**config.mk**
```make
export PLATFORM = sky130hd
export DESIGN_NAME = led_anim_scheduler
export DESIGN_NICKNAME = d
export VERILOG_FILES = /design/src/rtl/led_anim_scheduler.sv
export SDC_FILE = /design/constraint.sdc
export NUM_CORES = 1
export LEC_CHECK = 0
export ABC_CLOCK_PERIOD_IN_PS = 6280
export CAP_MARGIN = 10
export CORE_MARGIN = 5
export CORE_UTILIZATION = 46
export CTS_BUF_LIST = sky130_fd_sc_hd__clkbuf_16
export CTS_CLUSTER_DIAMETER = 30
export CTS_CLUSTER_SIZE = 14
export DETAILED_ROUTE_END_ITERATION = 10
export SLEW_MARGIN = 20
export SYNTH_ARGS = -nofsm -noshare
export SYNTH_HDL_FRONTEND = slang
export SYNTH_SLANG_ARGS = --single-unit
```
**constraint.sdc**
```tcl
create_clock -name clk -period 6.28 [get_ports clk]
set_clock_uncertainty 0.15 [all_clocks]
set_input_delay 1.256 -clock clk [delete_from_list [all_inputs] [get_ports clk]]
set_output_delay 1.256 -clock clk [all_outputs]
set_load 0.1 [all_outputs]
```
**src/rtl/led_anim_scheduler.sv**
```systemverilog
`default_nettype none
// ============================================================================
//  Module   : led_anim_scheduler
//  Purpose  : Shares a 5-LED bar between NUM_REQ animation requesters.
//             Request pulses are latched as pending bits. One request is
//             granted at a time, lowest index first, and the granted
//             requester's pattern plays at a slow tick rate.
//  Ports    : clk     - system clock
//             reset   - asynchronous, active-high reset
//             req     - request pulses/levels, bit 0 = highest priority
//             led     - LED bar drive
//             busy    - high while an animation is armed or running
//             grant   - one-hot, 1-cycle pulse when a request is accepted
//             cur_id  - index of the granted/running requester
//             done    - 1-cycle pulse when an animation completes normally
//  Config   : LED_SCHED_PREEMPT_EN - when defined, a pending higher-priority
//             request aborts the armed/running animation
//  Revision : 1.0 - initial release
// ============================================================================
module led_anim_scheduler #(
  parameter int NUM_REQ  = 4,
  parameter int TICK_DIV = 8388608,
  parameter int STEPS    = 6
) (
  input  logic               clk,
  input  logic               reset,
  input  logic [NUM_REQ-1:0] req,
  output logic [4:0]         led,
  output logic               busy,
  output logic [NUM_REQ-1:0] grant,
  output logic [2:0]         cur_id,
  output logic               done
);

  localparam int                DIV_W      = (TICK_DIV > 1) ? $clog2(TICK_DIV) : 1;
  localparam int                STEP_W     = 4;
  localparam logic [DIV_W-1:0]  DIV_LAST   = DIV_W'(TICK_DIV - 1);
  localparam logic [STEP_W-1:0] STEP_LAST  = STEP_W'(STEPS - 2);
  localparam logic [STEP_W-1:0] STEP_FINAL = STEP_W'(STEPS - 1);

  typedef enum logic [1:0] {
    S_IDLE = 2'd0,
    S_ARM  = 2'd1,
    S_RUN  = 2'd2
  } state_t;

  state_t              state, state_nxt;
  logic [DIV_W-1:0]    div;
  logic                tick;
  logic [NUM_REQ-1:0]  pending, pending_nxt;
  logic [NUM_REQ-1:0]  grant_nxt, grant_clr;
  logic [STEP_W-1:0]   step, step_nxt;
  logic [4:0]          led_nxt;
  logic [2:0]          cur_id_nxt;
  logic                done_nxt;
  logic [2:0]          lowest_id;
  logic                preempt;

  // Pattern value for requester id at animation step s (s = 0..STEPS-2).
  function automatic logic [4:0] pattern(input logic [2:0] id, input logic [STEP_W-1:0] s);
    logic [4:0] p;
    p = 5'b00000;
    case (id[1:0])
      2'd0:    p = (s >= 4'd4) ? 5'b11111 : ((5'd2 << s[1:0]) - 5'd1);
      2'd1:    p = s[0] ? 5'b00000 : 5'b11111;
      2'd2:    p = 5'd1 << (s % 4'd5);
      default: p = 5'b11111 >> s;  // shifts to zero naturally for s >= 5
    endcase
    return p;
  endfunction

  // Free-running tick divider.
  assign tick = (div == DIV_LAST);

  // Lowest set pending index wins; scan from the top so the lowest overwrites.
  always_comb begin
    lowest_id = 3'd0;
    for (int i = NUM_REQ - 1; i >= 0; i--) begin
      if (pending[i]) lowest_id = 3'(i);
    end
  end

`ifdef LED_SCHED_PREEMPT_EN
  // Any pending requester with a smaller index than the active one aborts it.
  logic [NUM_REQ-1:0] higher_mask;
  always_comb begin
    higher_mask = '0;
    for (int i = 0; i < NUM_REQ; i++) begin
      higher_mask[i] = (3'(i) < cur_id);
    end
  end
  assign preempt = |(pending & higher_mask);
`else
  assign preempt = 1'b0;
`endif

  assign busy = (state != S_IDLE);

  always_comb begin
    state_nxt  = state;
    step_nxt   = step;
    led_nxt    = led;
    cur_id_nxt = cur_id;
    grant_nxt  = '0;
    grant_clr  = '0;
    done_nxt   = 1'b0;

    case (state)
      S_IDLE: begin
        if (|pending) begin
          cur_id_nxt = lowest_id;
          grant_clr  = NUM_REQ'(1) << lowest_id;
          grant_nxt  = grant_clr;
          state_nxt  = S_ARM;
        end
      end
      S_ARM: begin
        led_nxt = 5'b00000;
        if (preempt) begin
          step_nxt  = '0;
          state_nxt = S_IDLE;
        end else if (tick) begin
          step_nxt  = '0;
          led_nxt   = pattern(cur_id, '0);
          state_nxt = S_RUN;
        end
      end
      S_RUN: begin
        if (preempt) begin
          led_nxt   = 5'b00000;
          step_nxt  = '0;
          state_nxt = S_IDLE;
        end else if (tick) begin
          if (step == STEP_LAST) begin
            // The final step always blanks the bar and reports completion.
            led_nxt   = 5'b00000;
            step_nxt  = STEP_FINAL;
            done_nxt  = 1'b1;
            state_nxt = S_IDLE;
          end else begin
            step_nxt = step + 4'd1;
            led_nxt  = pattern(cur_id, step + 4'd1);
          end
        end
      end
      default: state_nxt = S_IDLE;
    endcase

    // A new request in the same cycle as its grant stays pending.
    pending_nxt = (pending & ~grant_clr) | req;
  end

  always_ff @(posedge clk or posedge reset) begin
    if (reset) begin
      state   <= S_IDLE;
      div     <= '0;
      pending <= '0;
      step    <= '0;
      led     <= 5'b00000;
      grant   <= '0;
      cur_id  <= 3'd0;
      done    <= 1'b0;
    end else begin
      state   <= state_nxt;
      div     <= tick ? '0 : div + 1'b1;
      pending <= pending_nxt;
      step    <= step_nxt;
      led     <= led_nxt;
      grant   <= grant_nxt;
      cur_id  <= cur_id_nxt;
      done    <= done_nxt;
    end
  end

endmodule
`default_nettype wire

```
==> metrics, run 1 <==
largest net degree at the start of global routing 46; final hold violations 0; CP Class reg -> reg; routed len/inst 14.9 microns; leading cell types in the layout, fill and taps excluded dfrtp_1, nor2_1, nand2_1, clkdlybuf4s50_1; Finished Layout Cells 391; type of origin of the critical path flip-flop; Ys Warns 0; CTS tree done; Post-CTS Hold Buffers 0; reg-to-reg setup timing slack 2.12 ns; die width 88.1 microns; most frequent cell on the critical path ha_1; Arrival @ worst endpoint 4.20 ns; DP HPWL 4.10 mm; share of layout cells above drive strength 1 7.91%; Num CTS Buffers 5; post-synthesis area per instance 9.16 sq um; Pwr Density 192 nW/um^2; CTS resizes 0; crit path max-delay cell type dfrtp_1; die area 7760 sq um; Synth Register Bits 45; input/output buffers 18; drt first pass iters 4; Async S/R FF share, synth 100%; maximum root-to-sink buffer count 2; placed cell count 383; Critical Path Max Stage Delay 0.74 ns; setup violators final 0; worst slew pin tran 0.976 ns; vias per inst 5.57; Worst Reg-to-Reg Cells 12; cell-internal power 481 uW; Final period util 66.3%; Power Total 601 uW; first-pass GRT wire length 10.3 mm; latest clock arrival within the worst-skew pair 0.28 ns; Crit path required time 6.32 ns; worst min-delay path category reg -> reg; core outline area 5920 sq um; post-synth cell types 67; commonest non-fill, non-tap cell in the layout dfrtp_1; Post-Syn Nets 323; largest area contributor in the netlist dfrtp_1; fin. max-slew vios 0; htree depth 2; worst-path cell chain ha_1 -> inv_1 -> ha_1 -> ha_1 -> nor3b_4 -> nor4_1 -> xnor2_1 -> ha_1 -> a211o_2 -> a32oi_1 -> or3_1 -> o31ai_1; worst vdd ir 99.9 uV; root buf cell clkbuf_16; Static Leak 0.00131 uW; Main synth FF type dfrtp_1; Post-Synth Simple-Gate Area 26.2%; final core utilization 52.8%; WL final 5.81 mm; MaxCap Viol Count 0; RSZ-0062 raised after global routing no; I/O Pins 20; Slew HR 34.8%; antenna-violating nets left 0; via count 2,178; Seq/Total Area, Yosys 40.2%; vias in the first global route 2,209; Die Ht 88.1 microns; Fmax achieved 240 MHz; fin crit period 4.16 ns; XOR/XNOR Fraction of Synth Area 6.87%; postcts setup bufs 0; Fill cells 560; post-synthesis adder-cell area fraction 4.91%; # clock sinks 45; number of synthesized flops with an enable pin 0; Ant. Diodes 0; multiplexer area fraction after synthesis 0.892%; status completed; DRT iter0 DRCs 106; combinational group share of total power 2.7%; crit end category flip-flop; total gr overflow 0; proportion of netlist area held by the largest area contributor 40.2%; Psw 120 uW; site row count 28; Fin Setup TNS 0 ns; Syn Inst Count 306; placer congestion estimate 0.819; Initial Util 47.4%; Layout area overhead 11.6%; DRC 0; Reg clk slew, reported paths 0.06 ns; power share of the clock group 48.9%; gr usage total 16.7%; Sequential Power Share 48.4%; nets@finish 332; Synth Area in Compound Gates 15.0%; main combinational cell family by area after synthesis simple AND/OR/NAND/NOR gates; initial antenna violation count 0; CP max FO 19; largest cells by area after synthesis dfrtp_1, nor2_1, ha_1; Post-Syn Area 2800 sq um; Switching Share 19.9%; hold depth 1
-- power by group through the flow --
stage | combinational, uW | sequential [uW] | clock, uW
global route | 18.2 | 291 | 313
CTS | 16.8 | 291 | 301
finish | 16.2 | 291 | 294
detailed placement | 16.7 | 297 | 0
floorplan | 10.1 | 298 | 0
global placement | 16.8 | 296 | 0
-- synthesized netlist by cell type, types with 2 or more instances --
cell type  instances
dfrtp_1           45
nor2_1            39
nand2_1           26
a21oi_1           13
o21ai_0           13
nand3_1           12
ha_1              11
inv_1             11
xnor2_1           11
xor2_1            11
and3_1             7
a31oi_1            6
and2_1             6
nand4_1            6
clkbuf_1           5
nand2b_1           5
nor3_1             5
nor2b_1            4
o31ai_1            4
a21o_1             3
buf_2              3
buf_4              3
or3_1              3
a22o_1             2
and2b_2            2
and4_1             2
buf_6              2
clkbuf_8           2
nor3b_1            2
nor4_1             2
o211ai_1           2
o21ai_1            2
o22a_1             2
-- worst max-delay path, delay by kind of cell, from the launching register on --
kind | cells | cell delay (ns)
buffers and inverters | 1 | 0.06
adder cells (fa/ha/maj) | 4 | 1.38
flip-flops | 1 | 0.74
XOR/XNOR | 1 | 0.33
AO/OA/AOI/OAI | 3 | 0.55
AND/OR/NAND/NOR | 3 | 0.84
-- worst paths after layout --
kind	start	to
max	step[0]$_DFFE_PP0P_	led[4]$_DFFE_PP0P_
min	div[10]$_DFF_PP0_	div[10]$_DFF_PP0_
max reg2reg	step[0]$_DFFE_PP0P_	led[4]$_DFFE_PP0P_
min reg2reg	div[10]$_DFF_PP0_	div[10]$_DFF_PP0_
max in group asynchronous	reset	div[3]$_DFF_PP0_
min in group asynchronous	reset	led[0]$_DFFE_PP0P_
-- cell type report --
class | count | area, sq um | share of cell area [%]
Sequential cell | 45 | 1130 | 36.0
Timing Repair Buffer | 18 | 180 | 5.76
Clock buffer | 5 | 125 | 4.00
Multi-Input combinational cell | 233 | 1520 | 48.4
Clock inverter | 3 | 42.5 | 1.36
Inverter | 12 | 45.0 | 1.44
Tap cell | 75 | 93.8 | 3.00
-- per-layer routing --
layer  vias to the layer above  GRT usage (%)  wire (microns)
met2                        36           28.7            2840
li1                       1098              -               -
met5                         -              0               0
met3                         6           3.10             195
met4                         0           4.95              45
met1                      1038           21.3            2730
-- stage by stage --
stage	hold WS [ns]	cell area, sq um	setup slack, ns
floorplan	0.285	2800	2.90
global placement	0.300	2960	2.37
detailed placement	0.305	2960	2.21
CTS	0.314	3130	2.17
global route	0.333	3130	1.74
finish	0.312	3130	2.12
-- flip-flops by register name, indices dropped and copies added, names as in the netlist --
| name | flops |
|---|---|
| done | 1 |
| state | 2 |
| div | 23 |
| pending | 4 |
| led | 5 |
| step | 4 |
| cur_id | 2 |
| grant | 4 |
-- kinds of logic after synthesis --
| family | Yosys count |
|---|---|
| compound gates | 63 |
| xor+xnor | 22 |
| fa+ha+maj | 11 |
| buf+inv | 28 |
| flops | 45 |
| mux | 2 |
| other cells | 1 |
| simple gates | 134 |
(Power assumes the default switching activity.)
==> inputs of run 2 (changes only) <==
--- a/config.mk
+++ b/config.mk
@@ -5,7 +5,7 @@
 export SDC_FILE = /design/constraint.sdc
 export NUM_CORES = 1
 export LEC_CHECK = 0
-export ABC_CLOCK_PERIOD_IN_PS = 6280
+export ABC_CLOCK_PERIOD_IN_PS = 4300
 export CAP_MARGIN = 10
 export CORE_MARGIN = 5
 export CORE_UTILIZATION = 46
==> constraint.sdc (replaced) <==
create_clock -name clk -period 4.3 [get_ports clk]
set_clock_uncertainty 0.15 [all_clocks]
set_input_delay 0.86 -clock clk [delete_from_list [all_inputs] [get_ports clk]]
set_output_delay 0.86 -clock clk [all_outputs]
set_load 0.1 [all_outputs]
==> run 2 against run 1 <==
Against the previous run: wire length is 2.7% lower; sequential power is 46% higher; critical path depth is 1 higher.
==> metrics, run 2 (synthesized netlist as in run 1, its figures left out) <==
status completed; fin crit period 3.86 ns; gr usage total 16.0%; crit path max-delay cell type dfrtp_1; share of layout cells above drive strength 1 8.20%; Reg clk slew, reported paths 0.06 ns; # clock sinks 45; Switching Share 21.2%; DRC 0; placer congestion estimate 0.837; core outline area 5920 sq um; Final period util 89.9%; CTS resizes 0; vias per inst 5.47; cell-internal power 643 uW; crit end category flip-flop; Critical Path Max Stage Delay 0.55 ns; maximum root-to-sink buffer count 2; Initial Util 47.4%; type of origin of the critical path flip-flop; worst vdd ir 194 uV; Sequential Power Share 52.1%; commonest non-fill, non-tap cell in the layout dfrtp_1; Largest Register div; delay-heaviest family, CP adder cells; Fin Setup TNS 0 ns; worst slew pin tran 0.975 ns; worst-path cell chain ha_1 -> inv_1 -> ha_1 -> ha_1 -> nor3b_4 -> nor4_1 -> xnor2_1 -> ha_1 -> nand4b_1 -> or4_4 -> nand3_2 -> a31oi_1 -> o31ai_1; DRT iter0 DRCs 78; htree depth 2; die width 88.1 microns; combinational group share of total power 2.9%; Fmax achieved 259 MHz; MaxCap Viol Count 0; via count 2,145; CP max FO 10; I/O Pins 20; latest clock arrival within the worst-skew pair 0.28 ns; Layout area overhead 11.0%; final hold violations 0; drt first pass iters 4; Ant. Diodes 0; Largest regs div: 23 flops, led: 5 flops; worst min-delay path category reg -> reg; max FFs per register 23; initial antenna violation count 0; Crit path required time 4.34 ns; leading cell types in the layout, fill and taps excluded dfrtp_1, nor2_1, nand2_1, clkdlybuf4s50_1; setup violators final 0; Arrival @ worst endpoint 3.91 ns; routed len/inst 14.4 microns; cell area after placement 2970 sq um; CP Class reg -> reg; WL final 5.66 mm; first-pass GRT wire length 9.96 mm; Num CTS Buffers 5; die area 7760 sq um; RSZ-0062 raised after global routing no; DP HPWL 4.14 mm; CP Buf/Inv Count 1; site row count 28; largest net degree at the start of global routing 46; nets@finish 333; most frequent cell on the critical path ha_1; antenna-violating nets left 0; Pwr Density 262 nW/um^2; postcts setup bufs 0; Psw 173 uW; input/output buffers 18; Fill cells 560; Die Ht 88.1 microns; Static Leak 0.00130 uW; Post-CTS Hold Buffers 0; Final Cell Area 3110 sq um; CTS tree done; Slew HR 34.8%; total gr overflow 0; vias in the first global route 2,125; fin. max-slew vios 0; root buf cell clkbuf_16; power share of the clock group 45.0%
==> run 2: cell count changes in the layout (fill, tap and decap cells not counted) <==
cell / before / now
bufinv_16: 1 / 0
clkinvlp_4: 0 / 2
buf_4: 0 / 1
clkinv_4: 1 / 0
==> run 2: path summary, 6_finish.rpt <==
path                                startpoint                    to  slack [ns]  depth (start not counted)
max in group asynchronous                reset  pending[2]$_DFF_PP0_        2.47                          2
setup / recovery           step[1]$_DFFE_PP0P_    led[1]$_DFFE_PP0P_        0.44                         13
min in group asynchronous                reset     div[17]$_DFF_PP0_        0.94                          2
hold reg to reg              div[16]$_DFF_PP0_     div[16]$_DFF_PP0_        0.31                          1
hold / removal               div[16]$_DFF_PP0_     div[16]$_DFF_PP0_        0.31                          1
setup reg to reg           step[1]$_DFFE_PP0P_    led[1]$_DFFE_PP0P_        0.44                         13
==> run 2: worst reg2reg max path, stage by stage, from the launching register on <==
cell	delay, ns
dfrtp_1	0.55
ha_1	0.26
inv_1	0.05
ha_1	0.46
ha_1	0.27
nor3b_4	0.08
nor4_1	0.37
xnor2_1	0.18
ha_1	0.35
nand4b_1	0.21
or4_4	0.42
nand3_2	0.09
a31oi_1	0.09
o31ai_1	0.24
==> run 2: power groups by stage <==
stage,Sequential (uW),Clock [uW],Combinational [uW]
detailed placement,433,0,24.5
CTS,425,376,24.6
finish,425,367,23.7
floorplan,435,0,14.8
global placement,433,0,24.4
global route,425,396,26.7
==> run 2: layout make-up <==
| cell class | instances | area [sq um] | area share [%] |
|---|---|---|---|
| multi-input combinational | 233 | 1520 | 48.7 |
| sequential | 45 | 1130 | 36.2 |
| timing repair buffer | 19 | 188 | 6.03 |
| clock buffer | 5 | 125 | 4.02 |
| tap | 75 | 93.8 | 3.02 |
| inverter | 12 | 45.0 | 1.45 |
| clock inverter | 3 | 18.8 | 0.603 |
==> run 2: per-stage QoR <==
step           total power, uW  std cells  setup WS, ns  hold slack [ns]  util [%]
4_1_cts                    826        392         0.432            0.321      52.6
6_report                   816        392         0.436            0.314      52.6
2_1_floorplan              450        306         0.917            0.285         -
5_1_grt                    847        392        0.0745            0.344      52.6
3_5_place_dp               457        384         0.460            0.313      50.1
3_3_place_gp               457        384         0.595            0.301      50.1
==> run 2: metal layers <==
layer / wire length (microns) / track usage, % / vias up
li1: - / - / 1091
met2: 2720 / 27.3 / 36
met4: 68 / 3.16 / 0
met5: 0 / 0 / -
met1: 2650 / 21.2 / 1010
met3: 212 / 3.29 / 8
